[config.mk]
export PLATFORM = sky130hd
export DESIGN_NAME = sequential_divider
export DESIGN_NICKNAME = d
export VERILOG_FILES = /design/src/rtl/div_pkg.sv /design/src/rtl/div_step.sv /design/src/rtl/sequential_divider.sv
export SDC_FILE = /design/constraint.sdc
export NUM_CORES = 1
export LEC_CHECK = 0
export CAP_MARGIN = 20
export CORE_MARGIN = 1.5
export CORE_UTILIZATION = 47
export CTS_BUF_LIST = sky130_fd_sc_hd__clkbuf_16
export CTS_CLUSTER_DIAMETER = 60
export CTS_CLUSTER_SIZE = 8
export DETAILED_ROUTE_END_ITERATION = 12
export GPL_TIMING_DRIVEN = 0
export PLACE_DENSITY = 0.75
export SLEW_MARGIN = 25
export SYNTH_ARGS = -nofsm -noshare
export SYNTH_HDL_FRONTEND = slang
export SYNTH_SLANG_ARGS = --single-unit
[constraint.sdc]
create_clock -name clk -period 1.8 [get_ports clk]
set_input_delay 0.36 -clock clk [delete_from_list [all_inputs] [get_ports clk]]
set_output_delay 0.36 -clock clk [all_outputs]
set_load 0.05 [all_outputs]
[src/rtl/div_pkg.sv]
// Shared definitions for the sequential restoring divider: default widths,
// bit-counter width and the controller state encoding.
package div_pkg;

    localparam int DIVIDEND_W = 12;
    localparam int DIVISOR_W  = 5;
    localparam int CNT_W      = $clog2(DIVIDEND_W);

    typedef enum logic [1:0] {
        IDLE = 2'd0,
        RUN  = 2'd1,
        DONE = 2'd2
    } state_t;

endpackage

[src/rtl/div_step.sv]
// One combinational restoring-division step: shift the incoming dividend bit
// into the partial remainder, then subtract the divisor if it fits.
module div_step
    import div_pkg::*;
(
    input  logic [DIVISOR_W:0]   i_part,
    input  logic                 i_bit,
    input  logic [DIVISOR_W-1:0] i_divisor,
    output logic [DIVISOR_W:0]   o_part,
    output logic                 o_qbit
);

    logic [DIVISOR_W+1:0] w_shift;
    logic [DIVISOR_W+1:0] w_diff;

    // The partial remainder is always below the divisor, so the shifted value
    // fits in DIVISOR_W+1 bits; the extra top bit keeps the compare exact.
    always_comb begin
        w_shift = {i_part, i_bit};
        w_diff  = w_shift - {2'b00, i_divisor};
        o_qbit  = (w_shift >= {2'b00, i_divisor});
        o_part  = o_qbit ? w_diff[DIVISOR_W:0] : w_shift[DIVISOR_W:0];
    end

endmodule

[src/rtl/sequential_divider.sv]
// Multi-cycle restoring unsigned divider, one quotient bit per clock, behind a
// start/busy/done handshake.
// Optional feature macro: DIV_ZERO_FAST_EN -- a zero divisor skips the
// iterations and finishes in the cycle after acceptance with div_by_zero set.
module sequential_divider
    import div_pkg::*;
(
    input  logic                  clk,
    input  logic                  rst,
    input  logic                  start,
    input  logic [DIVIDEND_W-1:0] dividend,
    input  logic [DIVISOR_W-1:0]  divisor,
    output logic                  busy,
    output logic                  done,
    output logic [DIVIDEND_W-1:0] quotient,
    output logic [DIVISOR_W-1:0]  remainder,
    output logic                  div_by_zero
);

    state_t                r_state;
    state_t                w_nextState;
    logic [DIVIDEND_W-1:0] r_shift;
    logic [DIVISOR_W-1:0]  r_divisor;
    logic [DIVISOR_W:0]    r_part;
    logic [CNT_W-1:0]      r_count;
    logic [DIVIDEND_W-1:0] r_quot;
    logic [DIVISOR_W-1:0]  r_rem;
    logic [DIVISOR_W:0]    w_nextPart;
    logic                  w_qbit;

    div_step u_step (
        .i_part    (r_part),
        .i_bit     (r_shift[DIVIDEND_W-1]),
        .i_divisor (r_divisor),
        .o_part    (w_nextPart),
        .o_qbit    (w_qbit)
    );

    // State register; reset discards any operation in flight.
    always_ff @(posedge clk) begin
        if (rst) r_state <= IDLE;
        else     r_state <= w_nextState;
    end

    // Next-state and handshake outputs; start is only looked at in IDLE.
    always_comb begin
        w_nextState = r_state;
        busy        = 1'b0;
        done        = 1'b0;
        case (r_state)
            IDLE: begin
                if (start) begin
`ifdef DIV_ZERO_FAST_EN
                    w_nextState = (divisor == '0) ? DONE : RUN;
`else
                    w_nextState = RUN;
`endif
                end
            end
            RUN: begin
                busy = 1'b1;
                if (r_count == '0) w_nextState = DONE;
            end
            DONE: begin
                busy        = 1'b1;
                done        = 1'b1;
                w_nextState = IDLE;
            end
            default: w_nextState = IDLE;
        endcase
    end

    // Datapath: operand capture, one restoring step per RUN cycle, and result
    // registers loaded on the edge into DONE so they are valid with done.
    always_ff @(posedge clk) begin
        if (rst) begin
            r_shift   <= '0;
            r_divisor <= '0;
            r_part    <= '0;
            r_count   <= '0;
            r_quot    <= '0;
            r_rem     <= '0;
        end else begin
            case (r_state)
                IDLE: begin
                    if (start) begin
                        r_shift   <= dividend;
                        r_divisor <= divisor;
                        r_part    <= '0;
                        r_count   <= CNT_W'(DIVIDEND_W - 1);
`ifdef DIV_ZERO_FAST_EN
                        if (divisor == '0) begin
                            r_quot <= '1;
                            r_rem  <= '0;
                        end
`endif
                    end
                end
                RUN: begin
                    r_shift <= {r_shift[DIVIDEND_W-2:0], w_qbit};
                    r_part  <= w_nextPart;
                    r_count <= r_count - CNT_W'(1);
                    if (r_count == '0) begin
                        r_quot <= {r_shift[DIVIDEND_W-2:0], w_qbit};
                        r_rem  <= w_nextPart[DIVISOR_W-1:0];
                    end
                end
                default: ;
            endcase
        end
    end

`ifdef DIV_ZERO_FAST_EN
    logic r_dbz;

    // Divide-by-zero flag, loaded only on the fast zero-divisor path.
    always_ff @(posedge clk) begin
        if (rst) begin
            r_dbz <= 1'b0;
        end else if (r_state == IDLE && start) begin
            if (divisor == '0) r_dbz <= 1'b1;
        end else if (r_state == RUN && r_count == '0) begin
            r_dbz <= 1'b0;
        end
    end

    assign div_by_zero = r_dbz;
`else
    assign div_by_zero = 1'b0;
`endif

    assign quotient  = r_quot;
    assign remainder = r_rem;

endmodule
Yosys cells after proc, flatten, opt, wreduce, memory -nomap -nowiden. Index checks and enable logic that the tools add are counted.

Add/subtract/negate cells: 2. $lt $le $gt $ge: 1. Eq/ne operators: 4. Muxes and demuxes: 12. Reductions and logical operators: 8.

Operator list (count): $pmux W12 S2 (1); $mux W12 (1); $mux W6 (2); $pmux W6 S2 (1); $pmux W4 S2 (1); $reduce_and A2 Y1 (4); $ge A7 B5 Y1 (1); $sub A6 B5 Y6 (1); $logic_not A4 Y1 (1); $mux W2 (2); $mux W4 (1); $ne A2 B2 Y1 const B (2); $pmux W2 S2 (1); $sub A4 B1 Y4 const B (1); $eq A2 B1 Y1 const B (1); $eq A2 B2 Y1 const B (1); $logic_not A2 Y1 (1); $mux W1 (2); $reduce_bool A2 Y1 (1); $reduce_or A2 Y1 (1).

Register bits after elaboration: 46. Input port bits: 20. Output and inout bits: 20. Word-level logic and storage cells: 34.

Longest topological paths before layout. Gate-level depths: netlist of run 1.

Word-level depth: 3. Depth in mapped cells: 8. Gate-level depth less buffers: 8.

Hierarchy. Synthesis of run 1 repeated with hierarchy kept, for this count alone.

Cell total of the unflattened synthesis: 266. Area total of the unflattened synthesis: 2398.6 um2.

Modules (own cells, without submodules): sequential_divider (instances 1, cells each 216, area an instance 1990.7 um2, seq. area each 920.9 um2); div_step (instances 1, cells each 50, area an instance 407.9 um2, seq. area each 0.0 um2).

Worst setup path before layout of run 1. No wires, ideal clock.

Kind: reg-to-reg. Start point: register r_divisor[4]. End point: register r_rem[4], in the netlist remainder[4]. Library setup time: 0.134 ns. Arrival: 1.748 ns. Data required time: 1.666 ns. Slack: -0.082 ns. Stages on the path, launching flop included: 9. Path buffers: 1. Period minus slack after synthesis: 1.882 ns. Cell sequence: dfxtp_1 -> inv_1 -> ha_1 -> a2111oi_4 -> o21ai_2 -> or2_1 -> buf_6 -> mux2i_1 -> a211oi_1.

Longest elaborated chain between the ends: 2. Elaborated cells between the ends (all ways): 3. Those cells by class: add/sub (1); order compare (1); mux (1).

RTL lines: start, declared (RTL line sequential_divider.sv:23) `logic [DIVISOR_W-1:0] r_divisor;`; start signal, assigned (RTL line sequential_divider.sv:88) `r_divisor <= divisor;`; $sub A6 B5 Y6 or $ge A7 B5 Y1 (tied branches) (RTL line div_step.sv:20, div_step.sv:21); $mux W6 * (RTL line div_step.sv:22) `o_part = o_qbit ? w_diff[DIVISOR_W:0] : w_shift[DIVISOR_W:0];`; end signal, assigned (RTL line sequential_divider.sv:105) `r_rem <= w_nextPart[DIVISOR_W-1:0];`; end, declared (RTL line sequential_divider.sv:27) `logic [DIVISOR_W-1:0] r_rem;`.

Every way passes the cells marked *; elsewhere a longest branch is shown, timed or not. A chain may end at the register's enable or synchronous reset.

Worst setup path after layout of run 1.
Start point: register r_shift[11]. End point: register r_rem[4], in the netlist remainder[4].

Longest elaborated chain between the ends: 2. Elaborated cells between the ends (all ways): 3. Those cells by class: add/sub (1); order compare (1); mux (1).

RTL lines: start, declared (RTL line sequential_divider.sv:22) `logic [DIVIDEND_W-1:0] r_shift;`; start signal, assigned (RTL line sequential_divider.sv:87) `r_shift <= dividend;`; start signal, assigned (RTL line sequential_divider.sv:100) `r_shift <= {r_shift[DIVIDEND_W-2:0], w_qbit};`; $sub A6 B5 Y6 or $ge A7 B5 Y1 (tied branches) (RTL line div_step.sv:20, div_step.sv:21); $mux W6 * (RTL line div_step.sv:22).

Marks and branches as above.

==> results of run 1 <==
state kept, by name, summed over array words and instances (netlist names):
register,count
quotient,12
r_shift,12
r_part,6
r_divisor,5
remainder,5
r_count,4
r_state,2
per-stage QoR:
stage	setup TNS, ns	cell area [sq um]
2_1_floorplan	0	2320
3_3_place_gp	-0.466	2760
3_5_place_dp	-1.05	2760
4_1_cts	-0.0216	3000
5_1_grt	-0.653	3170
6_report	-0.0602	3170
routing by layer:
layer  vias up  global-route usage (%)  wire length, um  part of all wire [%]
met4         0                    5.87               97                   1.7
li1       1071                       -                -                     -
met5         -                       0                0                     0
met3        10                    5.52              234                   4.1
met2        42                    35.8             2820                    49
met1       971                    28.4             2590                    45
cells in the final DEF (no fill, tap or decap), types with 8 or more instances in the layout:
cell type	Yosys	layout
sky130_fd_sc_hd__inv_1	14	13
sky130_fd_sc_hd__ha_1	11	8
sky130_fd_sc_hd__dlymetal6s2s_1	0	8
sky130_fd_sc_hd__buf_4	1	16
sky130_fd_sc_hd__a21oi_1	30	27
sky130_fd_sc_hd__nand2_1	40	38
sky130_fd_sc_hd__o21ai_0	12	9
sky130_fd_sc_hd__dfxtp_1	46	41
sky130_fd_sc_hd__nor2_1	24	21
sky130_fd_sc_hd__clkdlybuf4s50_1	0	20
sky130_fd_sc_hd__a211oi_1	13	12
sky130_fd_sc_hd__mux2i_1	13	12
layout make-up:
type / count / area, sq um
buffer: 17 / 97.6
clock buffer: 5 / 125
clock inverter: 3 / 21.3
fill: 399 / 1550
inverter: 14 / 52.6
multi-input combinational: 200 / 1390
sequential: 46 / 930
tap: 67 / 83.8
timing repair buffer: 50 / 478
power breakdown:
part	switching, mW	leakage (nW)	total [mW]	internal [mW]
Sequential	0.106	0.378	1.25	1.14
Clock	0.410	0.0698	0.925	0.514
Combinational	0.818	0.895	1.47	0.650
cells by family after synthesis:
family	Yosys count	synth area share [%]
compound gates	77	22.1
xor+xnor	5	1.90
fa+ha+maj	12	6.84
buf+inv	31	5.86
flops	46	40.0
mux	13	5.65
other cells	1	0.163
simple gates	92	17.5
worst max-delay path, stage by stage, from the launching register on:
cell                       delay [ns]
sky130_fd_sc_hd__dfxtp_2         0.33
sky130_fd_sc_hd__inv_1           0.05
sky130_fd_sc_hd__ha_1            0.19
sky130_fd_sc_hd__fa_2            0.37
sky130_fd_sc_hd__nand2b_4        0.15
sky130_fd_sc_hd__a21oi_2         0.16
sky130_fd_sc_hd__xor2_2          0.22
sky130_fd_sc_hd__mux2i_4         0.11
sky130_fd_sc_hd__a211oi_2        0.17
worst max path at each step:
stage                         to          from
finish              remainder[4]   r_shift[11]
global route        remainder[4]   r_shift[11]
CTS                 remainder[4]   r_shift[11]
detailed placement  remainder[4]  r_divisor[1]
global placement    remainder[4]  r_divisor[1]
floorplan           remainder[4]  r_divisor[4]
what timing repair did:
item / 4_1_cts / 5_1_grt
gates resized for setup: 27 / 35
endpoints found under the setup margin: 30 / 34
pin swaps: 5 / 9
buffers inserted: 6 / 8
==> flow_summary.html, run 1 <==
<table>
<tr><th>Metric</th><th>Value</th></tr>
<tr><th colspan="2">Run status</th></tr>
<tr><td>Result of the run</td><td>finished with violations</td></tr>
<tr><td>Violated checks</td><td>setup timing</td></tr>
<tr><th colspan="2">Critical path</th></tr>
<tr><td>Setup slack, reg-to-reg</td><td>-0.05 ns</td></tr>
<tr><td>R2r startpoint</td><td>r_shift[11]</td></tr>
<tr><td>Endpoint class of the critical path</td><td>flip-flop</td></tr>
<tr><td>Capture point of the worst reg-to-reg path</td><td>remainder[4]</td></tr>
<tr><td>Data required time at the worst endpoint</td><td>2.02 ns</td></tr>
<tr><td>Worst Path Class, Setup</td><td>reg -&gt; reg</td></tr>
<tr><td>Element type at the critical path start</td><td>flip-flop</td></tr>
<tr><td>Cells on worst reg2reg path</td><td>8</td></tr>
<tr><td>Critical path peak fanout</td><td>2</td></tr>
<tr><td>Worst Path Arrival</td><td>2.06 ns</td></tr>
<tr><th colspan="2">Timing</th></tr>
<tr><td>Relative slew slack</td><td>62.9%</td></tr>
<tr><td>Post-layout worst setup margin</td><td>-0.0456 ns</td></tr>
<tr><td>Peak Freq</td><td>0.542 GHz</td></tr>
<tr><td>Transition time of the tightest slew-check pin</td><td>0.556 ns</td></tr>
<tr><td>Final hold slack</td><td>0.452 ns</td></tr>
<tr><td>Final worst-path cycle share</td><td>103%</td></tr>
<tr><td>Clock period minus final worst setup slack</td><td>1.85 ns</td></tr>
<tr><td>Setup repair after global routing missed its margin</td><td>yes</td></tr>
<tr><td>Final hold violation count</td><td>0</td></tr>
<tr><td>Final Slew Violations</td><td>0</td></tr>
<tr><td># setup viols final</td><td>2</td></tr>
<tr><td>Max Clock Skew</td><td>0.00386 ns</td></tr>
<tr><th colspan="2">Finish</th></tr>
<tr><td>Utilization after layout</td><td>67.2%</td></tr>
<tr><td>Number of standard cells in the layout, taps in and fillers out</td><td>402</td></tr>
<tr><td>Growth of design area from synthesis to finish</td><td>37.7%</td></tr>
<tr><td>Post-layout net count</td><td>366</td></tr>
<tr><td>Antenna diode instance count</td><td>0</td></tr>
<tr><td>Layout cells sized above 1</td><td>19.1%</td></tr>
<tr><th colspan="2">Clock network</th></tr>
<tr><td>Cell at the root of the clock tree</td><td>sky130_fd_sc_hd__clkbuf_16</td></tr>
<tr><td>CTS tree</td><td>built</td></tr>
<tr><td>Total clock buffers created by CTS</td><td>5</td></tr>
<tr><td>Clock transition at the register clock pins on the worst setup and hold paths after CTS</td><td>0.07 ns</td></tr>
<tr><td>Post-cts hold buffer count</td><td>0</td></tr>
<tr><td>Clock Path Buffers</td><td>2</td></tr>
<tr><td>Number of sinks driven by the clock tree</td><td>46</td></tr>
<tr><td>Clk_lat worst skew</td><td>0.29 ns</td></tr>
<tr><td>H-tree depth</td><td>2</td></tr>
<tr><th colspan="2">Route</th></tr>
<tr><td>Vias post-DR</td><td>2094</td></tr>
<tr><td>Count of routing violations after the opening detailed-route iteration</td><td>111</td></tr>
<tr><td>Total iterations of the first detailed-routing run</td><td>4</td></tr>
<tr><td>Number of nets with antenna violations after detailed routing</td><td>0</td></tr>
<tr><td>Total routed wirelength</td><td>5750 um</td></tr>
<tr><td>Drt via density</td><td>5.21</td></tr>
<tr><td>Number of DRC violations after detailed routing</td><td>0</td></tr>
<tr><td>Post-detailed-route wirelength per cell</td><td>14.3 um</td></tr>
<tr><th colspan="2">Logic synthesis</th></tr>
<tr><td>Leading post-synthesis cells by instance count</td><td>sky130_fd_sc_hd__dfxtp_1 (46), sky130_fd_sc_hd__nand2_1 (40), sky130_fd_sc_hd__a21oi_1 (30)</td></tr>
<tr><td>Cell type contributing the most total cell area after synthesis</td><td>sky130_fd_sc_hd__dfxtp_1</td></tr>
<tr><td>Portion of the post-synthesis area used by sequential elements</td><td>40.0%</td></tr>
<tr><td>Flip-flop and latch count after synthesis</td><td>46</td></tr>
<tr><td>Avg Cell Area, Syn</td><td>8.32 sq um</td></tr>
<tr><td>Number of standard cells after synthesis</td><td>277</td></tr>
<tr><td>Yosys top cell area share</td><td>40.0%</td></tr>
<tr><td>Synthesized netlist net count</td><td>309</td></tr>
<tr><td>Share of flip-flops with an asynchronous set or reset</td><td>0%</td></tr>
<tr><td>Distinct cell type count after synthesis</td><td>44</td></tr>
<tr><td>Count of flip-flops with a built-in enable after synthesis</td><td>0</td></tr>
<tr><td>Mapped cell area</td><td>2300 sq um</td></tr>
<tr><td>Synthesis warning total</td><td>0</td></tr>
<tr><td>Cell types with the largest area share after synthesis</td><td>sky130_fd_sc_hd__dfxtp_1 (40%), sky130_fd_sc_hd__a21oi_1 (6.5%), sky130_fd_sc_hd__nand2_1 (6.5%), sky130_fd_sc_hd__ha_1 (6.0%), sky130_fd_sc_hd__mux2i_1 (5.6%)</td></tr>
<tr><td>Top_reg_cell synth</td><td>sky130_fd_sc_hd__dfxtp_1</td></tr>
<tr><td>Top-count cell post-synth</td><td>sky130_fd_sc_hd__dfxtp_1</td></tr>
<tr><th colspan="2">Flow run</th></tr>
<tr><td>Max-cap violations</td><td>0</td></tr>
<tr><th colspan="2">Power</th></tr>
<tr><td>Largest vdd supply drop</td><td>0.802 mV</td></tr>
<tr><td>Power per Cell Area</td><td>1150 nW/um^2</td></tr>
<tr><td>Power after layout</td><td>3.64 mW</td></tr>
<tr><td>Static Leakage</td><td>1.34 nW</td></tr>
<tr><th colspan="2">Floorplanning</th></tr>
<tr><td>Starting Density</td><td>48.8%</td></tr>
<tr><td>Die outline height</td><td>73.0 um</td></tr>
<tr><td>Core Region</td><td>4720 sq um</td></tr>
<tr><td>FP Rows</td><td>25</td></tr>
<tr><td>Die area</td><td>5330 sq um</td></tr>
<tr><td>Number of placed I/O pins</td><td>40</td></tr>
<tr><td>DIE WIDTH</td><td>73.0 um</td></tr>
<tr><th colspan="2">Global routing</th></tr>
<tr><td>First-pass GRT wire length</td><td>9030 um</td></tr>
<tr><td>Maximum number of pins on one net before global-route repair</td><td>16</td></tr>
<tr><td>Total congestion overflow</td><td>0</td></tr>
<tr><td>Number of global-route vias before repair</td><td>1960</td></tr>
<tr><td>GRT Total Usage</td><td>21.8%</td></tr>
<tr><td>Initial antenna violation count</td><td>0</td></tr>
<tr><th colspan="2">Placed design</th></tr>
<tr><td>Number of port buffers</td><td>36</td></tr>
<tr><td>Total instance count after detailed placement</td><td>380</td></tr>
<tr><td>Half-perimeter wire length of the detailed placement result</td><td>3930 um</td></tr>
<tr><td>Routability congestion estimate from global placement</td><td>0.817</td></tr>
<tr><td>Post-placement worst setup slack</td><td>-0.110 ns</td></tr>
<tr><th colspan="2">Hold path</th></tr>
<tr><td>Type of the worst min-delay path</td><td>reg -&gt; reg</td></tr>
<tr><td>Worst min-delay path startpoint</td><td>quotient[3]</td></tr>
<tr><td>Worst Hold Depth</td><td>2</td></tr>
<tr><td>Hold EP</td><td>quotient[3]</td></tr>
</table>
Power figures use the tool's default switching activity.
==> run 2: changes to the inputs <==
--- a/config.mk
+++ b/config.mk
@@ -5,7 +5,7 @@
 export SDC_FILE = /design/constraint.sdc
 export NUM_CORES = 1
 export LEC_CHECK = 0
-export CAP_MARGIN = 20
+export ABC_AREA = 1
 export CORE_MARGIN = 1.5
 export CORE_UTILIZATION = 47
 export CTS_BUF_LIST = sky130_fd_sc_hd__clkbuf_16
@@ -14,6 +14,7 @@
 export DETAILED_ROUTE_END_ITERATION = 12
 export GPL_TIMING_DRIVEN = 0
 export PLACE_DENSITY = 0.75
+export SETUP_SLACK_MARGIN = 0.05
 export SLEW_MARGIN = 25
 export SYNTH_ARGS = -nofsm -noshare
 export SYNTH_HDL_FRONTEND = slang
==> run 2 against run 1 <==
The run now ends clean. Core utilization shrank 3.5 points. Cell count grew 1.0%. Setup slack gained 0.20 ns. Synthesized area shrank 2.7%. Flip-flop and latch count is the same. Maximum frequency grew 12%. Synthesized cell count grew 11%. Worst hold slack gained 0.0063 ns. Register-to-register slack gained 0.20 ns. Critical path depth grew 4. Non-clock buffer count shrank 16. Critical path type unchanged.
==> flow_summary.html, run 2 <==
<table>
<tr><th>Metric</th><th>Value</th></tr>
<tr><th colspan="2">Critical path</th></tr>
<tr><td>Data required time at the worst endpoint</td><td>1.99 ns (was 2.02 ns)</td></tr>
<tr><td>Element type at the critical path start</td><td>flip-flop (unchanged)</td></tr>
<tr><td>Cells on worst reg2reg path</td><td>12 (was 8)</td></tr>
<tr><td>Critical path peak fanout</td><td>3 (was 2)</td></tr>
<tr><td>Setup slack, reg-to-reg</td><td>0.16 ns (was -0.05 ns)</td></tr>
<tr><td>Endpoint class of the critical path</td><td>flip-flop (unchanged)</td></tr>
<tr><td>R2r startpoint</td><td>r_shift[11] (unchanged)</td></tr>
<tr><td>Worst Path Class, Setup</td><td>reg -&gt; reg (unchanged)</td></tr>
<tr><td>Capture point of the worst reg-to-reg path</td><td>remainder[4] (unchanged)</td></tr>
<tr><td>Worst Path Arrival</td><td>1.83 ns (was 2.06 ns)</td></tr>
<tr><th colspan="2">Logic synthesis</th></tr>
<tr><td>Mapped cell area</td><td>2240 sq um (was 2300 sq um)</td></tr>
<tr><td>Synthesis warning total</td><td>0 (unchanged)</td></tr>
<tr><td>Distinct cell type count after synthesis</td><td>31 (was 44)</td></tr>
<tr><td>Cell type contributing the most total cell area after synthesis</td><td>sky130_fd_sc_hd__dfxtp_1 (unchanged)</td></tr>
<tr><td>Flip-flop and latch count after synthesis</td><td>46 (unchanged)</td></tr>
<tr><td>Top_reg_cell synth</td><td>sky130_fd_sc_hd__dfxtp_1 (unchanged)</td></tr>
<tr><td>Number of standard cells after synthesis</td><td>308 (was 277)</td></tr>
<tr><td>Share of flip-flops with an asynchronous set or reset</td><td>0% (unchanged)</td></tr>
<tr><td>Yosys top cell area share</td><td>41.0% (was 40.0%)</td></tr>
<tr><td>Cell types with the largest area share after synthesis</td><td>sky130_fd_sc_hd__dfxtp_1 (41%), sky130_fd_sc_hd__nand2_1 (17%), sky130_fd_sc_hd__a21oi_1 (7.1%), sky130_fd_sc_hd__ha_1 (6.1%), sky130_fd_sc_hd__inv_1 (5.5%) (was sky130_fd_sc_hd__dfxtp_1 (40%), sky130_fd_sc_hd__a21oi_1 (6.5%), sky130_fd_sc_hd__nand2_1 (6.5%), sky130_fd_sc_hd__ha_1 (6.0%), sky130_fd_sc_hd__mux2i_1 (5.6%))</td></tr>
<tr><td>Synthesized netlist net count</td><td>340 (was 309)</td></tr>
<tr><td>Leading post-synthesis cells by instance count</td><td>sky130_fd_sc_hd__nand2_1 (99), sky130_fd_sc_hd__dfxtp_1 (46), sky130_fd_sc_hd__inv_1 (33) (was sky130_fd_sc_hd__dfxtp_1 (46), sky130_fd_sc_hd__nand2_1 (40), sky130_fd_sc_hd__a21oi_1 (30))</td></tr>
<tr><td>Top-count cell post-synth</td><td>sky130_fd_sc_hd__nand2_1 (was sky130_fd_sc_hd__dfxtp_1)</td></tr>
<tr><td>Count of flip-flops with a built-in enable after synthesis</td><td>0 (unchanged)</td></tr>
<tr><td>Portion of the post-synthesis area used by sequential elements</td><td>41.0% (was 40.0%)</td></tr>
<tr><td>Avg Cell Area, Syn</td><td>7.28 sq um (was 8.32 sq um)</td></tr>
<tr><th colspan="2">Global routing</th></tr>
<tr><td>Initial antenna violation count</td><td>0 (unchanged)</td></tr>
<tr><td>GRT Total Usage</td><td>20.7% (was 21.8%)</td></tr>
<tr><td>Maximum number of pins on one net before global-route repair</td><td>15 (was 16)</td></tr>
<tr><td>First-pass GRT wire length</td><td>8450 um (was 9030 um)</td></tr>
<tr><td>Total congestion overflow</td><td>0 (unchanged)</td></tr>
<tr><td>Number of global-route vias before repair</td><td>1894 (was 1960)</td></tr>
<tr><th colspan="2">Timing</th></tr>
<tr><td>Transition time of the tightest slew-check pin</td><td>0.520 ns (was 0.556 ns)</td></tr>
<tr><td>Final hold slack</td><td>0.458 ns (was 0.452 ns)</td></tr>
<tr><td>Setup repair after global routing missed its margin</td><td>yes (unchanged)</td></tr>
<tr><td>Final hold violation count</td><td>0 (unchanged)</td></tr>
<tr><td>Aggregate negative setup slack</td><td>0 ns (was -0.0602 ns)</td></tr>
<tr><td>Clock period minus final worst setup slack</td><td>1.64 ns (was 1.85 ns)</td></tr>
<tr><td>Final worst-path cycle share</td><td>91.3% (was 103%)</td></tr>
<tr><td>Relative slew slack</td><td>65.3% (was 62.9%)</td></tr>
<tr><td>Final Slew Violations</td><td>0 (unchanged)</td></tr>
<tr><td>Max Clock Skew</td><td>0.00657 ns (was 0.00386 ns)</td></tr>
<tr><td># setup viols final</td><td>0 (was 2)</td></tr>
<tr><td>Peak Freq</td><td>0.609 GHz (was 0.542 GHz)</td></tr>
<tr><th colspan="2">Hold path</th></tr>
<tr><td>Type of the worst min-delay path</td><td>reg -&gt; reg (unchanged)</td></tr>
<tr><td>Worst Hold Depth</td><td>2 (unchanged)</td></tr>
<tr><td>Hold EP</td><td>quotient[5] (was quotient[3])</td></tr>
<tr><td>Worst min-delay path startpoint</td><td>quotient[5] (was quotient[3])</td></tr>
<tr><th colspan="2">Floorplanning</th></tr>
<tr><td>DIE WIDTH</td><td>72.1 um (was 73.0 um)</td></tr>
<tr><td>FP Rows</td><td>24 (was 25)</td></tr>
<tr><td>Starting Density</td><td>50.1% (was 48.8%)</td></tr>
<tr><td>Die outline height</td><td>72.1 um (was 73.0 um)</td></tr>
<tr><td>Die area</td><td>5200 sq um (was 5330 sq um)</td></tr>
<tr><td>Core Region</td><td>4470 sq um (was 4720 sq um)</td></tr>
<tr><td>Number of placed I/O pins</td><td>40 (unchanged)</td></tr>
<tr><th colspan="2">Finish</th></tr>
<tr><td>Footprint of the flip-flops and latches</td><td>923 sq um (was 930 sq um)</td></tr>
<tr><td>Growth of design area from synthesis to finish</td><td>27.0% (was 37.7%)</td></tr>
<tr><td>Area of the multi-input gates</td><td>1170 sq um (was 1390 sq um)</td></tr>
<tr><td>Antenna diode instance count</td><td>0 (unchanged)</td></tr>
<tr><td>Commonest non-fill, non-tap cell in the layout</td><td>sky130_fd_sc_hd__nand2_1 (was sky130_fd_sc_hd__dfxtp_1)</td></tr>
<tr><td>Layout cells sized above 1</td><td>10.2% (was 19.1%)</td></tr>
<tr><td>Non-Filler Cell Area, Final</td><td>2850 sq um (was 3170 sq um)</td></tr>
<tr><td>Post-layout net count</td><td>385 (was 366)</td></tr>
<tr><td>Number of fillers in the final layout</td><td>419 (was 399)</td></tr>
<tr><td>Leading cell types in the layout, fill and taps excluded</td><td>sky130_fd_sc_hd__nand2_1 (98), sky130_fd_sc_hd__dfxtp_1 (44), sky130_fd_sc_hd__inv_1 (33) (was sky130_fd_sc_hd__dfxtp_1 (41), sky130_fd_sc_hd__nand2_1 (38), sky130_fd_sc_hd__a21oi_1 (27))</td></tr>
<tr><th colspan="2">Route</th></tr>
<tr><td>Number of nets with antenna violations after detailed routing</td><td>0 (unchanged)</td></tr>
<tr><td>Total routed wirelength</td><td>5090 um (was 5750 um)</td></tr>
<tr><td>Vias post-DR</td><td>2067 (was 2094)</td></tr>
<tr><td>Drt via density</td><td>5.09 (was 5.21)</td></tr>
<tr><td>Number of DRC violations after detailed routing</td><td>0 (unchanged)</td></tr>
<tr><td>Post-detailed-route wirelength per cell</td><td>12.5 um (was 14.3 um)</td></tr>
<tr><td>Count of routing violations after the opening detailed-route iteration</td><td>166 (was 111)</td></tr>
<tr><td>Total iterations of the first detailed-routing run</td><td>4 (unchanged)</td></tr>
<tr><th colspan="2">Run status</th></tr>
<tr><td>Result of the run</td><td>finished, final reports clean (was finished with violations)</td></tr>
<tr><th colspan="2">Clock network</th></tr>
<tr><td>Clk_lat worst skew</td><td>0.29 ns (about the same)</td></tr>
<tr><td>Cell at the root of the clock tree</td><td>sky130_fd_sc_hd__clkbuf_16 (unchanged)</td></tr>
<tr><td>Total clock buffers created by CTS</td><td>5 (unchanged)</td></tr>
<tr><td>Number of sinks driven by the clock tree</td><td>46 (unchanged)</td></tr>
<tr><td>CTS tree</td><td>built (unchanged)</td></tr>
<tr><td>H-tree depth</td><td>2 (unchanged)</td></tr>
<tr><td>Clock Path Buffers</td><td>2 (unchanged)</td></tr>
<tr><td>Clock transition at the register clock pins on the worst setup and hold paths after CTS</td><td>0.06 ns (was 0.07 ns)</td></tr>
<tr><th colspan="2">Placed design</th></tr>
<tr><td>Routability congestion estimate from global placement</td><td>0.802 (was 0.817)</td></tr>
<tr><td>Number of port buffers</td><td>37 (was 36)</td></tr>
<tr><td>Area after DPL</td><td>2680 sq um (was 2760 sq um)</td></tr>
<tr><td>Half-perimeter wire length of the detailed placement result</td><td>3740 um (was 3930 um)</td></tr>
<tr><th colspan="2">Flow run</th></tr>
<tr><td>Max-cap violations</td><td>0 (unchanged)</td></tr>
<tr><th colspan="2">Power</th></tr>
<tr><td>Largest vdd supply drop</td><td>1.07 mV (was 0.802 mV)</td></tr>
<tr><td>Power after layout</td><td>5.55 mW (was 3.64 mW)</td></tr>
<tr><td>Power per Cell Area</td><td>1950 nW/um^2 (was 1150 nW/um^2)</td></tr>
<tr><td>Static Leakage</td><td>1.27 nW (was 1.34 nW)</td></tr>
</table>
==> run 2: cell count changes in the layout (fill, tap and decap cells not counted), sizes merged, moves of 3 or more <==
cell / previous run / this run
xor2: 4 / 1
mux2i: 13 / 0
a211oi: 14 / 4
nand2: 41 / 100
buf: 22 / 8
dlymetal6s2s: 8 / 0
inv: 14 / 37
o22ai: 3 / 0
o21ai: 16 / 4
dlygate4sd2: 7 / 17
a311oi: 0 / 9
nand3: 8 / 14
nor3: 5 / 1
nand2b: 6 / 0
==> run 2: layout make-up <==
cell class | instances | share of cell area, %
multi-input cells | 213 | 41.1
flip-flops and latches | 46 | 32.4
repair buffers | 38 | 12.2
inverters | 36 | 4.74
clock buffers | 5 | 4.39
plain buffers | 13 | 2.33
well taps | 52 | 2.28
clock inverters | 3 | 0.615
==> run 2: report_power, final <==
group	switching [mW]	internal, mW
clock	0.381	0.509
sequential	0.216	1.33
combinational	2.08	1.03
==> run 2: worst max path at each step <==
stage | slack (ns) | endpoint | start | cells after the start
4_1_cts | 0.06 | remainder[4] | r_shift[11] | 12
3_3_place_gp | -0.03 | busy | r_state[0] | 3
2_1_floorplan | 0.22 | remainder[4] | r_shift[11] | 12
3_5_place_dp | -0.02 | busy | r_state[1] | 3
5_1_grt | 0.03 | remainder[1] | r_divisor[3] | 11
6_report | 0.16 | remainder[4] | r_shift[11] | 12
==> run 2: timing repair <==
item                       4_1_cts  5_1_grt
hold buffers                     0        0
gates resized for setup         24       15
pin swaps                        0        3
setup endpoints to repair       24       24
buffers inserted                 0        1
==> run 2: worst max-delay path, stage by stage (launching register included) <==
cell	delay, ns
sky130_fd_sc_hd__dfxtp_2	0.34
sky130_fd_sc_hd__inv_2	0.06
sky130_fd_sc_hd__ha_4	0.16
sky130_fd_sc_hd__fa_2	0.35
sky130_fd_sc_hd__nand3b_1	0.19
sky130_fd_sc_hd__nand2_1	0.07
sky130_fd_sc_hd__nand2_1	0.04
sky130_fd_sc_hd__nand2_1	0.06
sky130_fd_sc_hd__nand2_1	0.06
sky130_fd_sc_hd__nand2_1	0.08
sky130_fd_sc_hd__nand2_1	0.05
sky130_fd_sc_hd__nand2_1	0.05
sky130_fd_sc_hd__inv_1	0.03
==> run 2: cells by family after synthesis <==
| group | share of synthesized area (%) |
|---|---|
| flops | 41.0 |
| compound gates | 14.6 |
| xor+xnor | 0.390 |
| simple gates | 27.8 |
| buf+inv | 8.92 |
| other cells | 0.167 |
| fa+ha+maj | 7.03 |
==> run 2: through the flow <==
stage	std cells	setup slack, ns	utilization [%]
floorplan	308	0.215	-
global placement	397	-0.0308	59.9
detailed placement	397	-0.0168	59.9
CTS	405	0.0550	62.8
global route	406	0.0272	63.7
finish	406	0.157	63.7
==> run 2: layer usage <==
layer	routed length, um	part of all wire [%]	vias up	GRT usage, %
li1	-	-	1087	-
met1	2410	47	929	26.7
met2	2440	48	44	34.3
met3	156	3.1	7	3.33
met4	89	1.7	0	8.81
met5	0	0	-	0
==> run 3: changes to the inputs <==
--- a/config.mk
+++ b/config.mk
@@ -7,15 +7,16 @@
 export LEC_CHECK = 0
 export ABC_AREA = 1
 export CORE_MARGIN = 1.5
-export CORE_UTILIZATION = 47
+export CORE_UTILIZATION = 48
 export CTS_BUF_LIST = sky130_fd_sc_hd__clkbuf_16
 export CTS_CLUSTER_DIAMETER = 60
 export CTS_CLUSTER_SIZE = 8
 export DETAILED_ROUTE_END_ITERATION = 12
 export GPL_TIMING_DRIVEN = 0
-export PLACE_DENSITY = 0.75
+export PLACE_DENSITY = 0.76
 export SETUP_SLACK_MARGIN = 0.05
 export SLEW_MARGIN = 25
 export SYNTH_ARGS = -nofsm -noshare
 export SYNTH_HDL_FRONTEND = slang
+export SYNTH_HIERARCHICAL = 1
 export SYNTH_SLANG_ARGS = --single-unit
==> run 3 against run 2 <==
The run now ends with setup timing left. Sequential power decreased by 24%. Cell count is 7.1% higher. Count of clock-buffer cells in the layout unchanged. Combinational power shrank 65%. Sequential share of layout area is 2.6 points lower. Worst hold slack worse by 0.0019 ns. Power is 43% lower. First-iteration DRC count fell by 27%.
==> flow_summary.html, run 3 <==
<table>
<tr><th>Metric</th><th>Value</th></tr>
<tr><th colspan="2">Finish</th></tr>
<tr><td>Post-layout net count</td><td>399 (was 385)</td></tr>
<tr><td>Commonest non-fill, non-tap cell in the layout</td><td>sky130_fd_sc_hd__nand2_1 (unchanged)</td></tr>
<tr><td>Utilization after layout</td><td>65.5% (was 63.7%)</td></tr>
<tr><td>Area of the multi-input gates</td><td>1350 sq um (was 1170 sq um)</td></tr>
<tr><td>Growth of design area from synthesis to finish</td><td>30.0% (was 27.0%)</td></tr>
<tr><td>Footprint of the flip-flops and latches</td><td>930 sq um (was 923 sq um)</td></tr>
<tr><td>Antenna diode instance count</td><td>0 (unchanged)</td></tr>
<tr><td>Layout cells sized above 1</td><td>18.8% (was 10.2%)</td></tr>
<tr><td>Number of standard cells in the layout, taps in and fillers out</td><td>435 (was 406)</td></tr>
<tr><td>Leading cell types in the layout, fill and taps excluded</td><td>sky130_fd_sc_hd__nand2_1 (93), sky130_fd_sc_hd__dfxtp_1 (39), sky130_fd_sc_hd__a21oi_1 (32) (was sky130_fd_sc_hd__nand2_1 (98), sky130_fd_sc_hd__dfxtp_1 (44), sky130_fd_sc_hd__inv_1 (33))</td></tr>
<tr><td>Number of fillers in the final layout</td><td>425 (was 419)</td></tr>
<tr><th colspan="2">Global routing</th></tr>
<tr><td>Number of global-route vias before repair</td><td>2163 (was 1894)</td></tr>
<tr><td>GRT Total Usage</td><td>23.5% (was 20.7%)</td></tr>
<tr><td>Initial antenna violation count</td><td>0 (unchanged)</td></tr>
<tr><td>Maximum number of pins on one net before global-route repair</td><td>17 (was 15)</td></tr>
<tr><td>Total congestion overflow</td><td>0 (unchanged)</td></tr>
<tr><td>First-pass GRT wire length</td><td>9930 um (was 8450 um)</td></tr>
<tr><th colspan="2">Critical path</th></tr>
<tr><td>Element type at the critical path start</td><td>flip-flop (unchanged)</td></tr>
<tr><td>Dominant cell type by count on the critical path</td><td>sky130_fd_sc_hd__nand2_1 (unchanged)</td></tr>
<tr><td>Ordered cell list for the critical path</td><td>inv_2 -&gt; ha_4 -&gt; fa_2 -&gt; nand3b_1 -&gt; nand2_1 -&gt; nand2_1 -&gt; nand2_1 -&gt; nand2_1 -&gt; nand2_2 -&gt; nand4_1 -&gt; a21oi_1 (was inv_2 -&gt; ha_4 -&gt; fa_2 -&gt; nand3b_1 -&gt; nand2_1 -&gt; nand2_1 -&gt; nand2_1 -&gt; nand2_1 -&gt; nand2_1 -&gt; nand2_1 -&gt; nand2_1 -&gt; inv_1)</td></tr>
<tr><td>Number of buffers and inverters on the critical path</td><td>1 (was 2)</td></tr>
<tr><td>R2r startpoint</td><td>r_shift[11] (unchanged)</td></tr>
<tr><td>Endpoint class of the critical path</td><td>flip-flop (unchanged)</td></tr>
<tr><td>Family with the most delay on the worst path</td><td>simple AND/OR/NAND/NOR gates (unchanged)</td></tr>
<tr><td>Data required time at the worst endpoint</td><td>2.01 ns (was 1.99 ns)</td></tr>
<tr><td>Critical path's largest stage delay</td><td>0.35 ns (about the same)</td></tr>
<tr><td>Master of the slowest instance on the critical path</td><td>sky130_fd_sc_hd__dfxtp_2 (was sky130_fd_sc_hd__fa_2)</td></tr>
<tr><td>Worst Path Class, Setup</td><td>reg -&gt; reg (unchanged)</td></tr>
<tr><td>Worst Path Arrival</td><td>2.02 ns (was 1.83 ns)</td></tr>
<tr><td>Start point of the critical path</td><td>r_shift[11] (unchanged)</td></tr>
<tr><td>Critical path peak fanout</td><td>3 (unchanged)</td></tr>
<tr><th colspan="2">Flow run</th></tr>
<tr><td>Max-cap violations</td><td>0 (unchanged)</td></tr>
<tr><th colspan="2">Power</th></tr>
<tr><td>Switching power total</td><td>1.16 mW (was 2.68 mW)</td></tr>
<tr><td>Sequential share of power</td><td>37.2% (was 27.9%)</td></tr>
<tr><td>Clock share of power</td><td>29.0% (was 16.0%)</td></tr>
<tr><td>Cell Int Power</td><td>2.03 mW (was 2.87 mW)</td></tr>
<tr><td>Combinational fraction of design power</td><td>33.8% (was 56.0%)</td></tr>
<tr><td>Power per Cell Area</td><td>1020 nW/um^2 (was 1950 nW/um^2)</td></tr>
<tr><td>Static Leakage</td><td>1.36 nW (was 1.27 nW)</td></tr>
<tr><td>Largest vdd supply drop</td><td>0.757 mV (was 1.07 mV)</td></tr>
<tr><td>Switching share of power</td><td>36.3% (was 48.2%)</td></tr>
<tr><th colspan="2">Timing</th></tr>
<tr><td>Final hold slack</td><td>0.456 ns (was 0.458 ns)</td></tr>
<tr><td>Clock period minus final worst setup slack</td><td>1.80 ns (was 1.64 ns)</td></tr>
<tr><td>Transition time of the tightest slew-check pin</td><td>0.516 ns (was 0.520 ns)</td></tr>
<tr><td>Max Clock Skew</td><td>0.00612 ns (was 0.00657 ns)</td></tr>
<tr><td>Relative slew slack</td><td>65.6% (was 65.3%)</td></tr>
<tr><td>Final worst-path cycle share</td><td>100% (was 91.3%)</td></tr>
<tr><td>Final Slew Violations</td><td>0 (unchanged)</td></tr>
<tr><td>Setup repair after global routing missed its margin</td><td>yes (unchanged)</td></tr>
<tr><td># setup viols final</td><td>1 (was 0)</td></tr>
<tr><td>Final hold violation count</td><td>0 (unchanged)</td></tr>
<tr><td>Aggregate negative setup slack</td><td>-0.00294 ns (was 0 ns)</td></tr>
<tr><td>Post-layout worst setup margin</td><td>-0.00294 ns (was 0.157 ns)</td></tr>
<tr><td>Peak Freq</td><td>0.555 GHz (was 0.609 GHz)</td></tr>
<tr><th colspan="2">Logic synthesis</th></tr>
<tr><td>Distinct cell type count after synthesis</td><td>27 (was 31)</td></tr>
<tr><td>Top_reg_cell synth</td><td>sky130_fd_sc_hd__dfxtp_1 (unchanged)</td></tr>
<tr><td>Avg Cell Area, Syn</td><td>7.49 sq um (was 7.28 sq um)</td></tr>
<tr><td>Cell type contributing the most total cell area after synthesis</td><td>sky130_fd_sc_hd__dfxtp_1 (unchanged)</td></tr>
<tr><td>Number of standard cells after synthesis</td><td>320 (was 308)</td></tr>
<tr><td>Mapped cell area</td><td>2400 sq um (was 2240 sq um)</td></tr>
<tr><td>Flip-flop and latch count after synthesis</td><td>46 (unchanged)</td></tr>
<tr><td>Share of flip-flops with an asynchronous set or reset</td><td>0% (unchanged)</td></tr>
<tr><td>Top-count cell post-synth</td><td>sky130_fd_sc_hd__nand2_1 (unchanged)</td></tr>
<tr><td>Cell types with the largest area share after synthesis</td><td>sky130_fd_sc_hd__dfxtp_1 (38%), sky130_fd_sc_hd__nand2_1 (16%), sky130_fd_sc_hd__a21oi_1 (7.1%), sky130_fd_sc_hd__ha_1 (5.7%), sky130_fd_sc_hd__nand4_1 (4.7%) (was sky130_fd_sc_hd__dfxtp_1 (41%), sky130_fd_sc_hd__nand2_1 (17%), sky130_fd_sc_hd__a21oi_1 (7.1%), sky130_fd_sc_hd__ha_1 (6.1%), sky130_fd_sc_hd__inv_1 (5.5%))</td></tr>
<tr><td>Portion of the post-synthesis area used by sequential elements</td><td>38.4% (was 41.0%)</td></tr>
<tr><td>Count of flip-flops with a built-in enable after synthesis</td><td>0 (unchanged)</td></tr>
<tr><td>Yosys top cell area share</td><td>38.4% (was 41.0%)</td></tr>
<tr><td>Leading post-synthesis cells by instance count</td><td>sky130_fd_sc_hd__nand2_1 (99), sky130_fd_sc_hd__dfxtp_1 (46), sky130_fd_sc_hd__a21oi_1 (34) (was sky130_fd_sc_hd__nand2_1 (99), sky130_fd_sc_hd__dfxtp_1 (46), sky130_fd_sc_hd__inv_1 (33))</td></tr>
<tr><td>Synthesized netlist net count</td><td>352 (was 340)</td></tr>
<tr><td>Synthesis warning total</td><td>6 (was 0)</td></tr>
<tr><th colspan="2">Clock network</th></tr>
<tr><td>CTS tree</td><td>built (unchanged)</td></tr>
<tr><td>Cell at the root of the clock tree</td><td>sky130_fd_sc_hd__clkbuf_16 (unchanged)</td></tr>
<tr><td>Number of sinks driven by the clock tree</td><td>46 (unchanged)</td></tr>
<tr><td>Total clock buffers created by CTS</td><td>5 (unchanged)</td></tr>
<tr><td>Clock transition at the register clock pins on the worst setup and hold paths after CTS</td><td>0.07 ns (was 0.06 ns)</td></tr>
<tr><td>H-tree depth</td><td>2 (unchanged)</td></tr>
<tr><td>Clock Path Buffers</td><td>2 (unchanged)</td></tr>
<tr><td>Clk_lat worst skew</td><td>0.29 ns (about the same)</td></tr>
<tr><th colspan="2">Hold path</th></tr>
<tr><td>Worst min-delay path startpoint</td><td>quotient[3] (was quotient[5])</td></tr>
<tr><td>Type of the worst min-delay path</td><td>reg -&gt; reg (unchanged)</td></tr>
<tr><th colspan="2">Route</th></tr>
<tr><td>Number of nets with antenna violations after detailed routing</td><td>0 (unchanged)</td></tr>
<tr><td>Total iterations of the first detailed-routing run</td><td>4 (unchanged)</td></tr>
<tr><td>Post-detailed-route wirelength per cell</td><td>13.5 um (was 12.5 um)</td></tr>
<tr><td>Number of DRC violations after detailed routing</td><td>0 (unchanged)</td></tr>
<tr><td>Count of routing violations after the opening detailed-route iteration</td><td>121 (was 166)</td></tr>
<tr><td>Drt via density</td><td>5.23 (was 5.09)</td></tr>
<tr><td>Vias post-DR</td><td>2273 (was 2067)</td></tr>
<tr><td>Total routed wirelength</td><td>5870 um (was 5090 um)</td></tr>
<tr><th colspan="2">Floorplanning</th></tr>
<tr><td>Starting Density</td><td>50.4% (was 50.1%)</td></tr>
<tr><td>FP Rows</td><td>25 (was 24)</td></tr>
<tr><td>Die area</td><td>5420 sq um (was 5200 sq um)</td></tr>
<tr><td>DIE WIDTH</td><td>73.7 um (was 72.1 um)</td></tr>
<tr><td>Number of placed I/O pins</td><td>40 (unchanged)</td></tr>
<tr><td>Die outline height</td><td>73.7 um (was 72.1 um)</td></tr>
<tr><td>Core Region</td><td>4750 sq um (was 4470 sq um)</td></tr>
<tr><th colspan="2">Placed design</th></tr>
<tr><td>Total instance count after detailed placement</td><td>424 (was 397)</td></tr>
<tr><td>Half-perimeter wire length of the detailed placement result</td><td>4120 um (was 3740 um)</td></tr>
<tr><td>Post-placement worst setup slack</td><td>-0.104 ns (was -0.0168 ns)</td></tr>
<tr><td>Routability congestion estimate from global placement</td><td>0.781 (was 0.802)</td></tr>
<tr><td>Number of port buffers</td><td>37 (unchanged)</td></tr>
<tr><th colspan="2">Run status</th></tr>
<tr><td>Violated checks</td><td>setup timing</td></tr>
<tr><td>Result of the run</td><td>finished with violations (was finished, final reports clean)</td></tr>
</table>
==> run 3: cells by family (layout without fill, tap and decap cells) <==
logic type               after synthesis  in the layout  synth area share [%]
flip-flops                            46             46                  38.4
AO/OA/AOI/OAI                         62             62                  15.2
buffers and inverters                 49             97                  10.2
AND/OR/NAND/NOR                      148            148                  28.7
adder cells (fa/ha/maj)               12             12                  6.58
other                                  1              1                 0.157
XOR/XNOR                               2              2                 0.731
==> run 3: per-stage QoR <==
| stage | power (mW) | cell area, sq um |
|---|---|---|
| global route | 3.36 | 3110 |
| global placement | 2.15 | 2850 |
| CTS | 3.12 | 3050 |
| detailed placement | 2.17 | 2850 |
| finish | 3.19 | 3110 |
| floorplan | 1.91 | 2400 |
==> run 3: path summary, 6_finish.rpt <==
kind | to | slack, ns | cells past startpoint
worst min register to register | quotient[3] | 0.46 | 2
worst max register to register | remainder[4] | -0.003 | 11
worst max-delay path | remainder[4] | -0.003 | 11
worst min-delay path | quotient[3] | 0.46 | 2
==> run 3: metal layers <==
metal | wire, um | GRT usage [%] | vias to the layer above | part of all wire [%]
li1 | - | - | 1143 | -
met1 | 2660 | 31.8 | 1048 | 45
met2 | 2770 | 36.6 | 71 | 47
met3 | 303 | 4.53 | 11 | 5.2
met4 | 125 | 9.67 | 0 | 2.1
met5 | 0 | 0 | - | 0
==> run 3: final cells by class <==
class / count / area share [%]
inverter: 30 / 3.62
buffer: 19 / 4.22
timing repair buffer: 40 / 11.6
tap: 67 / 2.69
clock buffer: 5 / 4.02
multi-input combinational: 225 / 43.2
sequential: 46 / 29.9
clock inverter: 3 / 0.763
==> run 3: timing repair <==
item                                    CTS  global route
endpoints found under the setup margin   29            12
pin swaps                                 8            19
hold buffers                              0             0
setup buffers                             1             2
gates cloned                              0             0
gates resized for setup                  35            22
==> run 3: worst reg2reg max path, cell delays in order (launching register included) <==
cell and delay, ns:
sky130_fd_sc_hd__dfxtp_2 0.35, sky130_fd_sc_hd__inv_2 0.05, sky130_fd_sc_hd__ha_4 0.15, sky130_fd_sc_hd__fa_2 0.33, sky130_fd_sc_hd__nand3b_1 0.19, sky130_fd_sc_hd__nand2_1 0.07
sky130_fd_sc_hd__nand2_1 0.05, sky130_fd_sc_hd__nand2_1 0.08, sky130_fd_sc_hd__nand2_1 0.08, sky130_fd_sc_hd__nand2_2 0.10, sky130_fd_sc_hd__nand4_1 0.11, sky130_fd_sc_hd__a21oi_1 0.17
==> run 3: power by group through the flow <==
stage | logic, mW | clock network (mW) | registers [mW]
finish | 1.08 | 0.925 | 1.18
global route | 1.18 | 0.984 | 1.20
CTS | 1.00 | 0.935 | 1.18
detailed placement | 0.968 | 0 | 1.20
global placement | 0.954 | 0 | 1.20
floorplan | 0.677 | 0 | 1.23
